## config.mk

```make
export PLATFORM = sky130hd
export DESIGN_NAME = keypad_emulator
export DESIGN_NICKNAME = d
export VERILOG_FILES = /design/src/rtl/keypad_emulator.sv
export SDC_FILE = /design/constraint.sdc
export NUM_CORES = 1
export LEC_CHECK = 0
export ABC_AREA = 1
export CAP_MARGIN = 20
export CELL_PAD_IN_SITES_DETAIL_PLACEMENT = 1
export CELL_PAD_IN_SITES_GLOBAL_PLACEMENT = 2
export CORE_MARGIN = 2
export CORE_UTILIZATION = 30
export DETAILED_ROUTE_END_ITERATION = 16
export GPL_ROUTABILITY_DRIVEN = 0
export PLACE_DENSITY_LB_ADDON = 0.1
export SLEW_MARGIN = 15
export SYNTH_ARGS = -nofsm -noshare
export SYNTH_HDL_FRONTEND = slang
export SYNTH_SLANG_ARGS = --single-unit
```

## constraint.sdc

```tcl
create_clock -name clk -period 1.9 [get_ports clk]
set_input_delay 0.285 -clock clk [delete_from_list [all_inputs] [get_ports clk]]
set_output_delay 0.285 -clock clk [all_outputs]
set_load 0.005 [all_outputs]
```

## src/rtl/keypad_emulator.sv

```systemverilog
// keypad_emulator
//   Synthesizable stand-in for a 4x4 hex keypad, sitting on the far side of the matrix from the
//   scanner. A "press key K" request is taken over a valid/ready handshake. The key's row/column
//   crossing is then closed with a deterministic bounce / hold / bounce / gap envelope.
//
// Ports
//   clk          system clock
//   reset        synchronous, active-high reset
//   press_valid  request to press press_key
//   press_key    hex value of the key to press
//   press_ready  high when a request can be accepted
//   press_done   one-cycle pulse when a press/release sequence completes
//   key_active   high from acceptance until press_done
//   row          one-hot active-high row drive from the scanner
//   col          one-hot active-high column sense back to the scanner (combinational from row)

module keypad_emulator #(
    parameter int unsigned BOUNCE_CYCLES = 8,
    parameter int unsigned HOLD_CYCLES   = 1000,
    parameter int unsigned GAP_CYCLES    = 16
) (
    input  logic       clk,
    input  logic       reset,
    input  logic       press_valid,
    input  logic [3:0] press_key,
    output logic       press_ready,
    output logic       press_done,
    output logic       key_active,
    input  logic [3:0] row,
    output logic [3:0] col
);

    localparam int unsigned MAX_BH     = (BOUNCE_CYCLES > HOLD_CYCLES) ? BOUNCE_CYCLES
                                                                       : HOLD_CYCLES;
    localparam int unsigned MAX_CYCLES = (MAX_BH > GAP_CYCLES) ? MAX_BH : GAP_CYCLES;
    localparam int unsigned CW         = $clog2(MAX_CYCLES + 1);

    // Last counter value of each timed state; the bounce value is unused when bounce is disabled.
    localparam logic [CW-1:0] BOUNCE_LAST = CW'(BOUNCE_CYCLES - 1);
    localparam logic [CW-1:0] HOLD_LAST   = CW'(HOLD_CYCLES - 1);
    localparam logic [CW-1:0] GAP_LAST    = CW'(GAP_CYCLES - 1);

    typedef enum logic [2:0] {
        StIdle,
        StBouncePress,
        StHold,
        StBounceRelease,
        StGap
    } state_e;

    state_e        state;
    logic [CW-1:0] cnt;
    logic [1:0]    key_row;
    logic [3:0]    key_col;
    logic          contact;

    // Key map: returns {row index, column one-hot}.
    function automatic logic [5:0] encode_key(input logic [3:0] k);
        logic [5:0] e;
        case (k)
            4'h1:    e = {2'd3, 4'b0001};
            4'h2:    e = {2'd3, 4'b0010};
            4'h3:    e = {2'd3, 4'b0100};
            4'hA:    e = {2'd3, 4'b1000};
            4'h4:    e = {2'd2, 4'b0001};
            4'h5:    e = {2'd2, 4'b0010};
            4'h6:    e = {2'd2, 4'b0100};
            4'hB:    e = {2'd2, 4'b1000};
            4'h7:    e = {2'd1, 4'b0001};
            4'h8:    e = {2'd1, 4'b0010};
            4'h9:    e = {2'd1, 4'b0100};
            4'hC:    e = {2'd1, 4'b1000};
            4'hE:    e = {2'd0, 4'b0001};
            4'h0:    e = {2'd0, 4'b0010};
            4'hF:    e = {2'd0, 4'b0100};
            default: e = {2'd0, 4'b1000}; // 4'hD
        endcase
        return e;
    endfunction

    always_ff @(posedge clk) begin
        if (reset) begin
            state       <= StIdle;
            cnt         <= '0;
            key_row     <= 2'd0;
            key_col     <= 4'b0000;
            press_ready <= 1'b0;
            press_done  <= 1'b0;
        end else begin
            press_done <= 1'b0;
            cnt        <= cnt + CW'(1);
            case (state)
                StIdle: begin
                    cnt         <= '0;
                    press_ready <= 1'b1;
                    if (press_valid && press_ready) begin
                        {key_row, key_col} <= encode_key(press_key);
                        press_ready        <= 1'b0;
                        state              <= (BOUNCE_CYCLES == 0) ? StHold : StBouncePress;
                    end
                end
                StBouncePress: begin
                    if (cnt == BOUNCE_LAST) begin
                        cnt   <= '0;
                        state <= StHold;
                    end
                end
                StHold: begin
                    if (cnt == HOLD_LAST) begin
                        cnt   <= '0;
                        state <= (BOUNCE_CYCLES == 0) ? StGap : StBounceRelease;
                    end
                end
                StBounceRelease: begin
                    if (cnt == BOUNCE_LAST) begin
                        cnt   <= '0;
                        state <= StGap;
                    end
                end
                StGap: begin
                    if (cnt == GAP_LAST) begin
                        cnt         <= '0;
                        state       <= StIdle;
                        press_done  <= 1'b1;
                        // Ready in the done cycle so a back-to-back request can be taken there.
                        press_ready <= 1'b1;
                    end
                end
                default: begin
                    cnt   <= '0;
                    state <= StIdle;
                end
            endcase
        end
    end

    // Press bounce starts closed (1,0,1,0...), release bounce starts open (0,1,0,1...).
    always_comb begin
        contact = 1'b0;
        case (state)
            StBouncePress:   contact = ~cnt[0];
            StHold:          contact = 1'b1;
            StBounceRelease: contact = cnt[0];
            default:         contact = 1'b0;
        endcase
    end

    assign key_active = (state != StIdle);

    // Only the key's own row bit matters; other row bits are ignored.
    assign col = (contact && row[key_row]) ? key_col : 4'b0000;

endmodule

```

==> results by group <==
Power
  – Net Sw Frac: 0.392
  – Internal: between 0.001 and 0.0015 W
  – P_sw: roughly 0.00065 W
  – Static Leakage: just over 0.7 nW
  – Clock share of power: 0.178
  – Maximum VDD drop: 0.000327 V
  – Comb power frac: 0.491
  – Power, Total: between 0.0015 and 0.002 W
  – Pwr/cell area: roughly 1000 nW/um^2
  – Sequential share of power: 0.332

GRT
  – Total Routing Usage GR: 0.146
  – First-pass GRT wire length: about 5800 um
  – Largest net degree at the start of global routing: 13
  – Vias in the first global route: roughly 1.3k
  – Remaining global-route overflow: 0
  – Initial antenna violation count: 0

Timing
  – Worst-margin pin slew: ~0.27 ns
  – Hold Fails Final Rpt: 0
  – Max Fclk: 568 MHz
  – Max-slew headroom: 0.818
  – RSZ-0062 raised after global routing: false
  – Final setup TNS: 0 ns
  – WHS: between 0.4 and 0.5 ns
  – Max Slew Vio Count: 0
  – Final setup skew: between 0.009 and 0.01 ns
  – Final setup violation count: 0
  – Fin crit share: 0.927
  – Period minus WS final: ~1.8 ns

Synthesis
  – Syn avg cell area: about 7.5 um^2
  – Main flop type after synthesis: dfxtp_1
  – Distinct cells, synth: 28
  – Async S/R FF share, synth: 0
  – Syn_nets: 188
  – Sequential-to-total area share from yosys stat: 0.331
  – Post-Synthesis Cells: between 150 and 200
  – Yosys Warn Count: 0
  – Post-synth EDFFs: 0
  – Synthesized area: 1270 um^2
  – #FFs+latches synth: 21

Layout
  – Layout area overhead: 28.6%
  – Share of post-route cells with drive strength above 1: 0.237
  – N_diodes: 0
  – Commonest non-fill, non-tap cell in the layout: nor2_1
  – Non-Filler Instances: roughly 250
  – Final layout net count: between 200 and 250
  – Post-layout util: 0.405
  – Commonest cells after routing, fill and taps aside: 28 x nor2_1, 20 x inv_1, 20 x nand2_1

Route
  – Via Count: ~1.2k
  – Vias per cell: approximately 4.7
  – Total wire length: about 3200 um
  – Number of DRC markers in iteration 0: 29
  – Initial DRT Pass Iterations: 4
  – # DRC: 0
  – Final ANT Viol Nets: 0
  – DR WL/cell: 13.1 um

Worst hold path
  – Worst Hold End: key_col[1]
  – Hold Path Class: reg2reg
  – Hold Crit Start: key_col[1]
  – Worst Hold Depth: 2

Status
  – Status: finished clean

Critical path
  – CP required: 1.62 ns
  – Type of origin of the critical path: flip-flop
  – Critical-path top delay cell: clkdlybuf4s50_1
  – Crit-path cells: inv_2 -> nand2_2 -> buf_4 -> nor2_4 -> inv_1 -> clkdlybuf4s50_1
  – CP max FO: 5
  – CP Buf/Inv Count: 4
  – Crit path kind: reg2out
  – Cells on worst reg2reg path: 10
  – Worst r2r dst: state[1]
  – CP peak stage delay: around 0.43 ns
  – Worst path arrival time: ~1.5 ns
  – R2R Path Start: cnt[0]
  – R2r setup slk: 0.26 ns
  – Crit path capture type: output port
  – Largest delay share family, worst path: buffers and inverters

Die
  – Row count: 23
  – I/O pin count: 18
  – DIE WIDTH: 69.1 um
  – Core area: 4030 um^2
  – Starting Density: 0.315
  – Die H: around 69 um
  – Die area: around 4800 um^2

Clock tree
  – Clk buf depth: 2
  – Clock slew at reported path FFs: 0.08 ns
  – CTS tree: yes
  – CTS Root Cell: clkbuf_8
  – Htree depth: 1
  – Cts hold-fix bufs: 0
  – Clock Latency Late Sink: approximately 0.26 ns
  – CTS buffer count: 3
  – TritonCTS Sinks: 21

Flow run
  – Max Cap Viol: 0

Placed design
  – Post-detail-place hpwl: 2630 um
  – I/O Buffers: 17
  – Placed Cells: about 240
## layout make-up
| class | instances | area [um^2] |
|---|---|---|
| fillers | 503 | 2400 |
| multi-input cells | 121 | 781 |
| flip-flops and latches | 21 | 423 |
| repair buffers | 25 | 219 |
| inverters | 27 | 101 |
| well taps | 50 | 62.6 |
| clock buffers | 3 | 41.3 |
| clock inverters | 1 | 5.00 |
## power by group through the flow
stage               combinational (W)  clock, W  sequential (W)
finish                       0.000815  0.000295        0.000551
global route                 0.000913  0.000326        0.000559
detailed placement           0.000770         0        0.000552
global placement             0.000736         0        0.000548
floorplan                    0.000479         0        0.000548
CTS                          0.000813  0.000310        0.000543
## sequential cells by signal (all words and copies together) (netlist names)
register / cells
cnt: 10
key_col: 4
key_row: 2
press_done: 1
press_ready: 1
state: 3
## worst max path at each step
stage / from / end / slack, ns / depth (start not counted)
3_3_place_gp: row[0] / col[0] / -0.28 / 6
2_1_floorplan: cnt[0] / state[1] / 0.52 / 10
6_report: state[2] / key_active / 0.14 / 6
4_1_cts: row[1] / col[3] / -0.03 / 8
5_1_grt: state[0] / col[2] / 0.02 / 8
3_5_place_dp: row[0] / col[0] / -0.38 / 6
## cells by family after synthesis
| family | count (synthesis) | synth area share |
|---|---|---|
| buffers and inverters | 27 | 0.0798 |
| AOI/OAI and AO/OA | 26 | 0.147 |
| and+or+nand+nor | 78 | 0.300 |
| DFF | 21 | 0.331 |
| xor gates and xnor gates | 7 | 0.0483 |
| muxes | 2 | 0.0158 |
| adders and majority gates | 8 | 0.0788 |
## timing repair
action                                  4_1_cts  5_1_grt
endpoints found under the setup margin        4        5
setup buffers                                 2        0
pin swaps                                     1        2
endpoints found under the hold margin         0        0
resized for setup                            17       12
## worst reg2reg max path, cell delays in order (launching register included)
cell     delay (ns)
dfxtp_1        0.42
ha_1           0.22
nand2_2        0.10
nor2_2         0.15
nand3_1        0.12
nand2_2        0.10
nand2_1        0.13
nor2_4         0.17
nand2_1        0.06
nand2_1        0.05
nor2_1         0.03
## synthesized netlist by cell type (all sizes together) (3+ instances only)
master	count	area, um^2
inv	27	101
o22ai	4	25.0
ha	8	100
a21oi	4	20.0
dfxtp	21	420
xnor2	3	26.3
xor2	4	35.0
nor2	33	144
o21bai	4	56.3
nand2	26	118
nand4	3	18.8
o21ai	11	55.1
nor3	5	25.0
nand3	8	50.1
## routing by layer
layer,vias up,share of wire,track usage
met3,2,0.027,0.0292
met4,0,0.0052,0.0327
met5,-,0,0
li1,603,-,-
met2,12,0.48,0.243
met1,542,0.48,0.196
## metrics by stage
step | setup WS, ns | cell area, um^2
floorplan | 0.516 | 1270
global placement | -0.280 | 1560
detailed placement | -0.382 | 1560
CTS | -0.0323 | 1610
global route | 0.0172 | 1630
finish | 0.138 | 1630
Power figures use the tool's default switching activity.
